File: src/rtl/iic_slave_regs.sv
// I2C target with a simple register port. The first write byte after the address
// sets the register pointer; later write bytes and all read bytes go through the
// port with pointer auto-increment. Open-drain SDA: Sda_O is always 0 and Sda_T
// releases (1) or pulls low (0).
module iic_slave_regs #(
  parameter logic [6:0]  SLAVE_ADDR = 7'h4C,
  parameter int unsigned FILT_LEN   = 3      // must be >= 2
) (
  input  logic       Clk,
  input  logic       Rst,
  input  logic       Scl_I,
  input  logic       Sda_I,
  output logic       Sda_O,
  output logic       Sda_T,
  output logic [7:0] Reg_Addr,
  output logic [7:0] Reg_WrData,
  output logic       Reg_WrEn,
  output logic       Reg_RdEn,
  input  logic [7:0] Reg_RdData,
  output logic       Busy
);

  typedef enum logic [2:0] {
    StIdle, StAddr, StAddrAck, StWrByte, StWrAck, StRdByte, StRdAck, StIgnore
  } state_e;

  state_e state_q, state_d;

  // Input conditioning
  logic [1:0]          scl_sync_q, sda_sync_q;
  logic [FILT_LEN-1:0] scl_hist_q, sda_hist_q;
  logic                scl_f_q, sda_f_q, scl_p_q, sda_p_q;

  // Datapath
  logic [7:0] shift_q, shift_d;
  logic [3:0] bit_cnt_q, bit_cnt_d;
  logic       rw_q, rw_d;
  logic       ptr_q, ptr_d;       // next write byte is the register pointer
  logic       busy_q, busy_d;
  logic       sda_t_q, sda_t_d;
  logic [7:0] addr_q, addr_d;
  logic [7:0] wrdata_q, wrdata_d;
  logic       wren_q, wren_d;
  logic       rden_q, rden_d;
  logic       rd_load_q;          // Reg_RdData is valid this cycle

  logic       scl_rise, scl_fall, start_det, stop_det, addr_match;
  logic [7:0] byte_in;

  // Synchronize both pads and accept a level only after FILT_LEN equal samples
  always_ff @(posedge Clk or posedge Rst) begin
    if (Rst) begin
      scl_sync_q <= '1;
      sda_sync_q <= '1;
      scl_hist_q <= '1;
      sda_hist_q <= '1;
      scl_f_q    <= 1'b1;
      sda_f_q    <= 1'b1;
      scl_p_q    <= 1'b1;
      sda_p_q    <= 1'b1;
    end else begin
      scl_sync_q <= {scl_sync_q[0], Scl_I};
      sda_sync_q <= {sda_sync_q[0], Sda_I};
      scl_hist_q <= {scl_hist_q[FILT_LEN-2:0], scl_sync_q[1]};
      sda_hist_q <= {sda_hist_q[FILT_LEN-2:0], sda_sync_q[1]};
      if (&scl_hist_q) begin
        scl_f_q <= 1'b1;
      end else if (~|scl_hist_q) begin
        scl_f_q <= 1'b0;
      end
      if (&sda_hist_q) begin
        sda_f_q <= 1'b1;
      end else if (~|sda_hist_q) begin
        sda_f_q <= 1'b0;
      end
      scl_p_q <= scl_f_q;
      sda_p_q <= sda_f_q;
    end
  end

  assign scl_rise   = scl_f_q & ~scl_p_q;
  assign scl_fall   = ~scl_f_q & scl_p_q;
  assign start_det  = scl_f_q & scl_p_q & sda_p_q & ~sda_f_q;
  assign stop_det   = scl_f_q & scl_p_q & ~sda_p_q & sda_f_q;
  assign byte_in    = {shift_q[6:0], sda_f_q};
  assign addr_match = (byte_in[7:1] == SLAVE_ADDR);

  // State register
  always_ff @(posedge Clk or posedge Rst) begin
    if (Rst) begin
      state_q <= StIdle;
    end else begin
      state_q <= state_d;
    end
  end

  // Next-state logic; START/STOP override every state
  always_comb begin
    state_d = state_q;
    if (start_det) begin
      state_d = StAddr;
    end else if (stop_det) begin
      state_d = StIdle;
    end else begin
      case (state_q)
        StAddr:    if (scl_rise && bit_cnt_q == 4'd7) state_d = addr_match ? StAddrAck : StIgnore;
        StAddrAck: if (scl_rise) state_d = rw_q ? StRdByte : StWrByte;
        StWrByte:  if (scl_rise && bit_cnt_q == 4'd7) state_d = StWrAck;
        StWrAck:   if (scl_rise) state_d = StWrByte;
        StRdByte:  if (scl_fall && bit_cnt_q == 4'd8) state_d = StRdAck;
        StRdAck:   if (scl_rise) state_d = sda_f_q ? StIgnore : StRdByte;
        default:   ;
      endcase
    end
  end

  // Output and datapath next-state; SDA drive only changes after a SCL fall
  always_comb begin
    shift_d   = shift_q;
    bit_cnt_d = bit_cnt_q;
    rw_d      = rw_q;
    ptr_d     = ptr_q;
    busy_d    = busy_q;
    sda_t_d   = sda_t_q;
    addr_d    = addr_q;
    wrdata_d  = wrdata_q;
    wren_d    = 1'b0;
    rden_d    = 1'b0;
    // Pointer advances the cycle after a write strobe
    if (wren_q) addr_d = addr_q + 8'd1;
    if (rd_load_q) shift_d = Reg_RdData;
    if (start_det) begin
      bit_cnt_d = 4'd0;
      sda_t_d   = 1'b1;
      busy_d    = 1'b0;
    end else if (stop_det) begin
      sda_t_d = 1'b1;
      busy_d  = 1'b0;
    end else begin
      case (state_q)
        StAddr: begin
          if (scl_rise) begin
            shift_d   = byte_in;
            bit_cnt_d = bit_cnt_q + 4'd1;
            if (bit_cnt_q == 4'd7) begin
              bit_cnt_d = 4'd0;
              if (addr_match) begin
                busy_d = 1'b1;
                rw_d   = byte_in[0];
              end
            end
          end
        end
        StAddrAck: begin
          if (scl_fall) sda_t_d = 1'b0;
          if (scl_rise) begin
            bit_cnt_d = 4'd0;
            if (rw_q) rden_d = 1'b1;
            else      ptr_d  = 1'b1;
          end
        end
        StWrByte: begin
          if (scl_fall) sda_t_d = 1'b1;
          if (scl_rise) begin
            shift_d   = byte_in;
            bit_cnt_d = bit_cnt_q + 4'd1;
            if (bit_cnt_q == 4'd7) begin
              bit_cnt_d = 4'd0;
              if (ptr_q) begin
                addr_d = byte_in;
                ptr_d  = 1'b0;
              end else begin
                wrdata_d = byte_in;
                wren_d   = 1'b1;
              end
            end
          end
        end
        StWrAck: begin
          if (scl_fall) sda_t_d = 1'b0;
        end
        StRdByte: begin
          // Fall 0 ends the ACK clock; falls 0..7 present bits, fall 8 releases
          if (scl_fall) begin
            if (bit_cnt_q == 4'd8) begin
              sda_t_d   = 1'b1;
              bit_cnt_d = 4'd0;
            end else begin
              sda_t_d   = shift_q[7];
              shift_d   = {shift_q[6:0], 1'b1};
              bit_cnt_d = bit_cnt_q + 4'd1;
            end
          end
        end
        StRdAck: begin
          if (scl_rise) begin
            addr_d = addr_q + 8'd1;
            if (!sda_f_q) rden_d = 1'b1;
            else          busy_d = 1'b0;
          end
        end
        default: begin
          sda_t_d = 1'b1;
        end
      endcase
    end
  end

  // Datapath registers
  always_ff @(posedge Clk or posedge Rst) begin
    if (Rst) begin
      shift_q   <= 8'h00;
      bit_cnt_q <= 4'd0;
      rw_q      <= 1'b0;
      ptr_q     <= 1'b0;
      busy_q    <= 1'b0;
      sda_t_q   <= 1'b1;
      addr_q    <= 8'h00;
      wrdata_q  <= 8'h00;
      wren_q    <= 1'b0;
      rden_q    <= 1'b0;
      rd_load_q <= 1'b0;
    end else begin
      shift_q   <= shift_d;
      bit_cnt_q <= bit_cnt_d;
      rw_q      <= rw_d;
      ptr_q     <= ptr_d;
      busy_q    <= busy_d;
      sda_t_q   <= sda_t_d;
      addr_q    <= addr_d;
      wrdata_q  <= wrdata_d;
      wren_q    <= wren_d;
      rden_q    <= rden_d;
      rd_load_q <= rden_q;
    end
  end

  assign Sda_O      = 1'b0;
  assign Sda_T      = sda_t_q;
  assign Reg_Addr   = addr_q;
  assign Reg_WrData = wrdata_q;
  assign Reg_WrEn   = wren_q;
  assign Reg_RdEn   = rden_q;
  assign Busy       = busy_q;

endmodule

File: config.mk
export PLATFORM = sky130hd
export DESIGN_NAME = iic_slave_regs
export DESIGN_NICKNAME = d
export VERILOG_FILES = /design/src/rtl/iic_slave_regs.sv
export SDC_FILE = /design/constraint.sdc
export NUM_CORES = 1
export LEC_CHECK = 0
export CAP_MARGIN = 20
export CORE_AREA = 2 2 73 75
export DETAILED_ROUTE_END_ITERATION = 8
export DIE_AREA = 0 0 75 77
export GPL_TIMING_DRIVEN = 0
export MAX_ROUTING_LAYER = met4
export PLACE_DENSITY = 0.85
export SYNTH_ARGS = -nofsm -noshare
export SYNTH_HDL_FRONTEND = slang
export SYNTH_SLANG_ARGS = --single-unit
File: constraint.sdc
create_clock -name Clk -period 2.45 [get_ports Clk]
set_input_delay 0.49 -clock Clk [delete_from_list [all_inputs] [get_ports Clk]]
set_output_delay 0.49 -clock Clk [all_outputs]
set_load 0.01 [all_outputs]
==> results of run 1 <==
[state kept, by name (all words and copies together), names as in the netlist, 3 cells and up]
signal	cells
state_q	3
scl_hist_q	3
shift_q	8
sda_hist_q	3
Reg_Addr	8
Reg_WrData	8
bit_cnt_q	4
[worst min-delay path by stage]
| stage | cells past startpoint | from | end |
|---|---|---|---|
| finish | 0 | scl_sync_q[1] | scl_hist_q[0] |
| global route | 0 | sda_sync_q[1] | sda_hist_q[0] |
| CTS | 0 | scl_sync_q[1] | scl_hist_q[0] |
| floorplan | 0 | scl_sync_q[1] | scl_hist_q[0] |
| global placement | 0 | sda_sync_q[1] | sda_hist_q[0] |
| detailed placement | 0 | scl_sync_q[0] | scl_sync_q[1] |
[layout make-up]
type / instances / area, um^2
inverter: 13 / 48.80
timing repair buffer: 32 / 330.3
clock buffer: 6 / 72.57
clock inverter: 2 / 15.01
buffer: 14 / 67.56
multi-input combinational: 179 / 1239
sequential: 52 / 1320
fill: 397 / 1797
tap: 70 / 87.58
[per-layer routing]
layer	share of wire, %	global-route usage, %
met1	47	32.26
met4	0.92	5.357
met5	0	-
met3	3.5	4.074
met2	49	31.84
[report_power, final]
group | switching [mW] | internal [mW] | total, mW
sequential | 0.108 | 0.965 | 1.07
clock | 0.282 | 0.205 | 0.487
combinational | 0.386 | 0.275 | 0.661
[per-stage QoR]
stage	util (%)	hold slack [ps]	total power [mW]	TNS, ps
4_1_cts	63.90	362.1	2.227	0
2_1_floorplan	-	345.2	1.564	0
3_5_place_dp	62.14	349.7	1.740	0
5_1_grt	63.90	366.4	2.359	0
3_3_place_gp	61.74	346.4	1.705	-8003
6_report	63.90	360.0	2.221	0
[worst register-to-register path: stages, from the launching register on]
cell and delay [ps]:
sky130_fd_sc_hd__dfrtp_1 480, sky130_fd_sc_hd__or3b_1 420, sky130_fd_sc_hd__nor4_2 310, sky130_fd_sc_hd__or3b_1 450
sky130_fd_sc_hd__mux2_4 310
[kinds of logic after synthesis]
logic type | Yosys count
XOR/XNOR | 13
flip-flops | 52
adder cells (fa/ha/maj) | 3
AO/OA/AOI/OAI | 59
multiplexers | 18
AND/OR/NAND/NOR | 85
buffers and inverters | 27
other | 1
[cell usage in the layout (no fill, tap or decap), drive strengths merged, types with 10 or more instances in the layout]
| master | instances |
|---|---|
| a21oi | 16 |
| clkbuf | 13 |
| clkdlybuf4s50 | 31 |
| dfrtp | 37 |
| dfstp | 15 |
| inv | 14 |
| mux2 | 10 |
| nand2 | 24 |
| nand3 | 12 |
| nor2 | 17 |
| o21ai | 13 |
| xnor2 | 11 |
==> flow_summary.rst, run 1 <==
.. list-table::
   :header-rows: 1

   * - Metric
     - Value
   * - Cell leakage power
     - 1.359 nW
   * - Max Root-Sink Buffers
     - 2
   * - Post-layout instance area
     - 3181 um^2
   * - Post-synthesis share of cell area spent on and, or, nand and nor gates
     - 17.45%
   * - Critical Path Source Type
     - register
   * - Tightest Pin Transition
     - 658.5 ps
   * - Layout-stage area growth over the synthesis result
     - 18.90%
   * - HPWL reported at the end of detailed placement
     - 3.976 mm
   * - Start of the worst register-to-register path
     - shift_q[0]
   * - Sequential share of the synthesized area
     - 49.35%
   * - Synthesized-area fraction occupied by xor and xnor cells
     - 4.256%
   * - Final worst setup slack
     - 361.7 ps
   * - Vias in the first global route
     - 2012
   * - Yosys top cell area share
     - 34.61%
   * - Initial core utilization
     - 53.75%
   * - Num CTS Buffers
     - 5
   * - Combinational family with the most area after synthesis
     - simple AND/OR/NAND/NOR gates
   * - Worst R2R Path Depth
     - 4
   * - Wirelength per Cell
     - 15.57 um
   * - Buffer count from post-CTS setup fixing
     - 0
   * - Data required, critical path
     - 2640 ps
   * - Number of endpoints with negative hold slack in the final report
     - 0
   * - Layout Cells excl Fill
     - 368
   * - Number of rows created at floorplan
     - 26
   * - Antenna Nets Post-Route
     - 0
   * - Via count
     - 2079
   * - Flops & latches, synth
     - 52
   * - Number of buffers inserted for hold repair after clock tree synthesis
     - 0
   * - Portion of netlist area occupied by mux cells
     - 7.343%
   * - Most repeated cell in the gate-level netlist after synthesis
     - sky130_fd_sc_hd__dfrtp_1
   * - Residual overflow from global routing
     - 0
   * - Worst EP arrival
     - 2280 ps
   * - Critical Path Max Stage Delay
     - 480 ps
   * - Maximum vdd ir drop
     - 494.9 uV
   * - Post-synthesis cell type with the largest combined area
     - sky130_fd_sc_hd__dfrtp_1
   * - Ranking of synthesized cells by instance count
     - sky130_fd_sc_hd__dfrtp_1, sky130_fd_sc_hd__nand2_1, sky130_fd_sc_hd__nor2_1, sky130_fd_sc_hd__a21oi_1, sky130_fd_sc_hd__dfstp_2
   * - Average size of a mapped cell
     - 10.37 um^2
   * - Share of the clock period used by the worst path after layout
     - 85.24%
   * - Library cell appearing most often on the critical path
     - sky130_fd_sc_hd__or3b_1
   * - First-pass GRT wire length
     - 9.604 mm
   * - Worst-path fanout max
     - 5
   * - Cells after Synth
     - 258
   * - Starting DRC count in detailed routing
     - 157
   * - Complex-gate fraction of the synthesized area
     - 15.72%
   * - Critical path depth
     - 4
   * - Cell at the slowest stage of the critical path
     - sky130_fd_sc_hd__dfrtp_1
   * - Critical path class
     - reg -> reg
   * - Cells along the critical path
     - or3b_1 -> nor4_2 -> or3b_1 -> mux2_4
   * - Gate family responsible for the most delay along the worst path
     - simple AND/OR/NAND/NOR gates
   * - Hold crit path type
     - reg -> reg
   * - Critical path endpoint category
     - register
   * - First drt pass iteration count
     - 4
   * - Number of nets in the finished design
     - 312
   * - Post-Synthesis Cell Area
     - 2675 um^2
   * - Reg2reg setup slack
     - 360 ps
   * - Total I/O pin count
     - 33
   * - Post-detailed-routing wire length
     - 5.731 mm
   * - Total of endpoints with negative setup slack in the final report
     - 0
   * - Die boundary height
     - 77 um
   * - Initial antenna violation count
     - 0
   * - Number of different library cells in the post-synthesis netlist
     - 56
   * - Count of cells resized by post-cts repair
     - 0
   * - Pre-CTS worst setup slack
     - 394.9 ps
   * - CP endpoint
     - rw_q
   * - Warning count from the yosys run
     - 0
   * - Post-synthesis adder-cell area fraction
     - 1.403%
   * - Maxcap violations
     - 0
   * - Destination of the worst register-to-register timing path
     - rw_q
   * - Fin Clk Skew
     - 7.195 ps
   * - Die X
     - 75 um
   * - RSZ-0062 raised after global routing
     - false
   * - Average via count per standard cell
     - 5.649
   * - Post-synth EDFFs
     - 0
   * - CP Launch Point
     - shift_q[0]
   * - Clock transition time at the flip-flop clock pins of the worst setup and hold paths
     - 90 ps
   * - Largest net degree at the start of global routing
     - 44
   * - Gpl congestion
     - 0.8615
   * - Post-synthesis async set-or-reset flop share
     - 100.0%
   * - TritonCTS clock tree
     - built
   * - Floorplan Core Area
     - 4977 um^2
   * - Worst-Skew Late Latency
     - 300 ps
   * - Ratio of cells with drive above 1 in the final layout
     - 16.44%
   * - DRC violations left
     - 0
   * - Area after detailed placement
     - 3093 um^2
   * - Min Tclk post-route
     - 2088 ps
   * - Number of buffers and inverters on the critical path
     - 0
   * - Max Clock Freq
     - 478.9 MHz
   * - Most common flop cell mapped by yosys
     - sky130_fd_sc_hd__dfrtp_1
   * - P per Cell Area
     - 698.3 nW/um^2
   * - Antenna cell count
     - 0
   * - Clock Tree Root
     - sky130_fd_sc_hd__clkbuf_8
   * - Result of the run
     - complete, no violations
   * - Overall die area
     - 5775 um^2
   * - Aggregate global-route resource usage
     - 22.01%
   * - Slew HR
     - 56.10%
   * - Clock Sinks
     - 52
   * - H-tree levels
     - 2
   * - Syn Nets
     - 273
   * - Final Slew Violations
     - 0
   * - # port buffers
     - 31
   * - Top cells by area in the synthesized netlist
     - sky130_fd_sc_hd__dfrtp_1, sky130_fd_sc_hd__dfstp_2, sky130_fd_sc_hd__mux2_2
   * - Cells after DPL
     - 360
Power figures use the tool's default switching activity.
==> run 2: changes to the inputs <==
==> constraint.sdc (replaced) <==
create_clock -name Clk -period 2.3 [get_ports Clk]
set_input_delay 0.46 -clock Clk [delete_from_list [all_inputs] [get_ports Clk]]
set_output_delay 0.46 -clock Clk [all_outputs]
set_load 0.01 [all_outputs]
==> results of run 2 <==
The final DEF is identical to that of run 1. Status: complete, no violations.
Among the figures that moved: setup slack after placement 394.9 ps -> 244.9 ps; setup slack after layout 361.7 ps -> 211.7 ps; register-to-register setup slack 360 ps -> 210 ps; total power 2.221 mW -> 2.366 mW; worst IR drop on VDD 494.9 uV -> 527.1 uV
==> RTL edit 1: new RTL, config.mk and constraints of run 1 <==
Change the parameter `FILT_LEN` from 3 to 5.
--- a/src/rtl/iic_slave_regs.sv
+++ b/src/rtl/iic_slave_regs.sv
@@ -6,3 +6,3 @@
   parameter logic [6:0]  SLAVE_ADDR = 7'h4C,
-  parameter int unsigned FILT_LEN   = 3      // must be >= 2
+  parameter int unsigned FILT_LEN   = 5      // must be >= 2
 ) (
Function: same outputs for any inputs over 10 cycles, from zero or initial values and one cycle with Rst high; that may be too few to reach the edited logic, so the function may still have changed.
==> RTL edit 1 against run 1 <==
  * Synthesized area grew 1.0%
  * Sequential share of layout area up 2.7 points
  * First-iteration DRC count up 17%
  * Worst setup slack worse by 0.048 ns
  * Global-route usage shrank 0.63 points
  * Routed wire length fell by 2.5%
  * Sequential cell count increased by 4
  * Cell area increased by 1.3%
Power is not compared: it rests on default switching activity, and its combinational part moved more than twofold at a synthesized area within 25%.
==> RTL edit 1: results (changes against run 1) <==
| Metric | Value |
|---|---|
| Final period util | `0.872 (+0.0194)` |
| Met2 GRT Util | `0.292 (-0.0263)` |
| DR iter-0 viols | `184 (+17%)` |
| Syn nets | `249 (-8.8%)` |
| First-pass GRT wire length | `9240 microns (-3.8%)` |
| RePlAce Congestion | `0.928 (+7.7%)` |
| Adder-cell area share of the yosys netlist | `0.0139 (-0.000143)` |
| Compound-gate portion of the synthesized area | `0.170 (+0.0132)` |
| Vias | `2043 (-1.7%)` |
| Arr. time, crit path | `2.34 ns (+0.06 ns)` |
| Crit path to | `shift_q[3]` |
| Netlist cell types | `59 (+5.4%)` |
| Post-DP HPWL | `4010 microns (+0.93%)` |
| Worst Setup SP | `scl_f_q` |
| Slowest CP cell | `dfstp_2` |
| Largest net degree at the start of global routing | `32 (-27%)` |
| Final WL | `5590 microns (-2.5%)` |
| Area after DPL | `0.00312 sq mm (+0.89%)` |
| GR Util All Layers | `0.214 (-0.00632)` |
| Layout cells sized above 1 | `0.215 (+0.0509)` |
| R2r endpoint | `shift_q[3]` |
| Mux cell area share after synthesis | `0.119 (+0.0455)` |
| GR Util met3 | `0.0434 (+0.00263)` |
| Top cells by count, synth | `37 x dfrtp_1, 19 x dfstp_2, 17 x mux2_2` |
| Crit path max fanout | `10 (+5)` |
| Clock skew | `0.0165 ns (+0.00932 ns)` |
| Seq/Total Area, Yosys | `0.527 (+0.0339)` |
| Fin cells | `344 (-6.5%)` |
| Drt first pass iters | `5 (+1)` |
| Slew @ Worst Pin | `0.613 ns (-0.0456 ns)` |
| Min-delay src | `sda_sync_q[1]` |
| Outcome | `finished clean` |
| Post-layout net count | `288 (-7.7%)` |
## RTL edit 1: layer usage
layer | wire (microns) | up-vias
li1 | - | 957
met1 | 2580 | 1004
met2 | 2600 | 72
met3 | 313 | 10
met4 | 93 | 0
met5 | 0 | -
## RTL edit 1: worst min-delay path by stage
stage                    endpoint  slack, ns
floorplan           scl_hist_q[0]       0.35
global placement    scl_hist_q[0]       0.35
detailed placement  sda_hist_q[0]       0.35
CTS                 sda_hist_q[0]       0.36
global route        sda_hist_q[0]       0.36
finish              sda_hist_q[0]       0.36
## RTL edit 1: cell type report
type                            instances  area (sq um)
Inverter                                7          26.3
Buffer                                 10          55.1
Timing Repair Buffer                   32           330
Fill cell                             396          1760
Multi-Input combinational cell        161          1200
Clock buffer                            8           101
Tap cell                               70          87.6
Sequential cell                        56          1430
## RTL edit 1: report_power, final
part | internal [W] | total (W) | switching (W)
clock network | 0.000265 | 0.000545 | 0.000280
registers | 0.000968 | 0.00101 | 0.0000417
logic | 0.0000458 | 0.0000883 | 0.0000425
==> RTL edit 2: new RTL, flow settings as in run 1 <==
Without the edit above. Register the output `Reg_Addr` once more, cleared by the reset; this adds one clock of latency there. The other outputs are not delayed to match.
--- a/src/rtl/iic_slave_regs.sv
+++ b/src/rtl/iic_slave_regs.sv
@@ -239,3 +239,9 @@
   assign Sda_T      = sda_t_q;
-  assign Reg_Addr   = addr_q;
+  always_ff @(posedge Clk or posedge Rst) begin
+    if (Rst) begin
+      Reg_Addr <= '0;
+    end else begin
+      Reg_Addr <= addr_q;
+    end
+  end
   assign Reg_WrData = wrdata_q;
Behaviour: same outputs for any inputs over 10 cycles, from zero or initial values and one cycle with Rst high; that may be too few to reach the edited logic, so the function may still have changed.
==> RTL edit 2 against run 1 <==
  * Total power increased by 36%
  * Non-clock buffer count shrank 2
  * Cell area up 7.9%
  * Combinational power rose by 34%
  * Synthesized area is 6.0% higher
  * Sequential cell count grew 8
  * Largest cell class unchanged
  * Via count rose by 1.9%
  * Routed wire length grew 3.1%
  * Worst setup slack better by 0.17 ns
==> RTL edit 2: results (changes against run 1) <==
| Metric | Value |
|---|---|
| Outcome | `finished clean` |
| Synthesized area per cell | `11.0 sq um (+6.4%)` |
| Min-delay src | `scl_sync_q[0]` |
| RePlAce Congestion | `0.844 (-2.0%)` |
| Slowest CP cell | `dfrtp_1` |
| Largest net degree at the start of global routing | `32 (-27%)` |
| Comb power | `0.000889 W (+34%)` |
| Endpoint, Worst Hold | `scl_sync_q[1]` |
| Vias/cell | `5.65 (about the same)` |
| Per-cell routed wire length | `15.8 microns (+1.2%)` |
| NetSw | `0.00106 W (+37%)` |
| Crit path max fanout | `9 (+4)` |
| H-tree depth | `3 (+1)` |
| Top cells by count, synth | `45 x dfrtp_1, 20 x nand2_1, 19 x nor2_1` |
| Mux cell area share after synthesis | `0.0710 (-0.00241)` |
| GR Util All Layers | `0.237 (+0.0171)` |
| Syn nets | `272 (-0.37%)` |
| Netlist cell types | `56 (unchanged)` |
| Sequential group power | `0.00134 W (+25%)` |
| Post-DP HPWL | `4080 microns (+2.6%)` |
| Post-layout net count | `315 (+0.96%)` |
| Arr. time, crit path | `2.16 ns (-0.12 ns)` |
| Worst Setup SP | `bit_cnt_q[0]` |
| Worst VDD drop | `0.583 mV (+18%)` |
| Post-Synth XOR/XNOR Area | `0.0247 (-0.0179)` |
| DR iter-0 viols | `151 (-3.8%)` |
| Compound-gate portion of the synthesized area | `0.147 (-0.0103)` |
| Worst path max stage delay | `0.43 ns (-0.05 ns)` |
| Sequential share of power | `0.444 (-0.039)` |
| Placed cell count | `359 (-0.28%)` |
| R2r endpoint | `Reg_WrData[5]` |
| Adder-cell area share of the yosys netlist | `0.0132 (-0.000798)` |
| Worst-skew pair later-pin latency | `0.35 ns (+0.05 ns)` |
| Layout cells sized above 1 | `0.207 (+0.0421)` |
| Synth top area cells | `dfrtp_1 40%, dfstp_2 14%, mux2_2 3.6%` |
| GR Layer Usage met1 | `0.333 (+0.0108)` |
| DRC viols | `0 (unchanged)` |
| Seq/Total Area, Yosys | `0.536 (+0.0425)` |
| Setup WS pre-CTS | `0.557 ns (+0.162 ns)` |
| Worst-path clk slew | `0.07 ns (-0.02 ns)` |
| Number of setup buffers added after CTS | `0 (unchanged)` |
| Final WL | `5910 microns (+3.1%)` |
| R2R depth | `6 (+2)` |
| Rel. slew slack | `0.581 (+0.0195)` |
| Clock skew | `0.00673 ns (-0.000465 ns)` |
| EDFF count, synth | `0 (unchanged)` |
| Reg2Reg Setup Slack | `0.53 ns (+0.17 ns)` |
| CTS root buffer | `clkbuf_8` |
| Leakage | `1.52 nW (+12%)` |
| TritonCTS Buffers | `9 (+4)` |
| GR Util met3 | `0.0473 (+0.00657)` |
| Area after DPL | `0.00325 sq mm (+5.2%)` |
| First-pass GRT wire length | `9890 microns (+3.0%)` |
| Met2 GRT Util | `0.333 (+0.0149)` |
| Vias in the first global route | `2014 (+0.099%)` |
| Minimum clock period | `1.92 ns (-0.165 ns)` |
| Hold slack | `0.356 ns (-0.00425 ns)` |
-- RTL edit 2: cell count changes in the layout (fill, tap and decap cells not counted), sizes merged, moves of 5 or more --
cell and change:
o21ai +6, xnor2 -8, inv -5, nor3 +5, a21oi -6, dfrtp +8, nand3 -5, nand2b +6
-- RTL edit 2: layout make-up --
| cell class | instances | area [sq um] |
|---|---|---|
| buffer | 12 | 80.1 |
| multi-input combinational | 176 | 1200 |
| clock inverter | 4 | 23.8 |
| tap | 70 | 87.6 |
| inverter | 9 | 33.8 |
| sequential | 60 | 1520 |
| timing repair buffer | 32 | 330 |
| clock buffer | 12 | 155 |
| fill | 379 | 1540 |
-- RTL edit 2: worst reg2reg max path: stages (launching register included) --
cell     delay (ns)
dfrtp_1        0.43
ha_1           0.22
and3b_2        0.27
nand2_1        0.10
nor3b_1        0.19
buf_2          0.25
mux2_2         0.37
-- RTL edit 2: metal layers --
metal	up-vias	share of wire
met1	1041	0.46
met5	-	0
li1	1013	-
met2	54	0.47
met3	11	0.046
met4	0	0.019
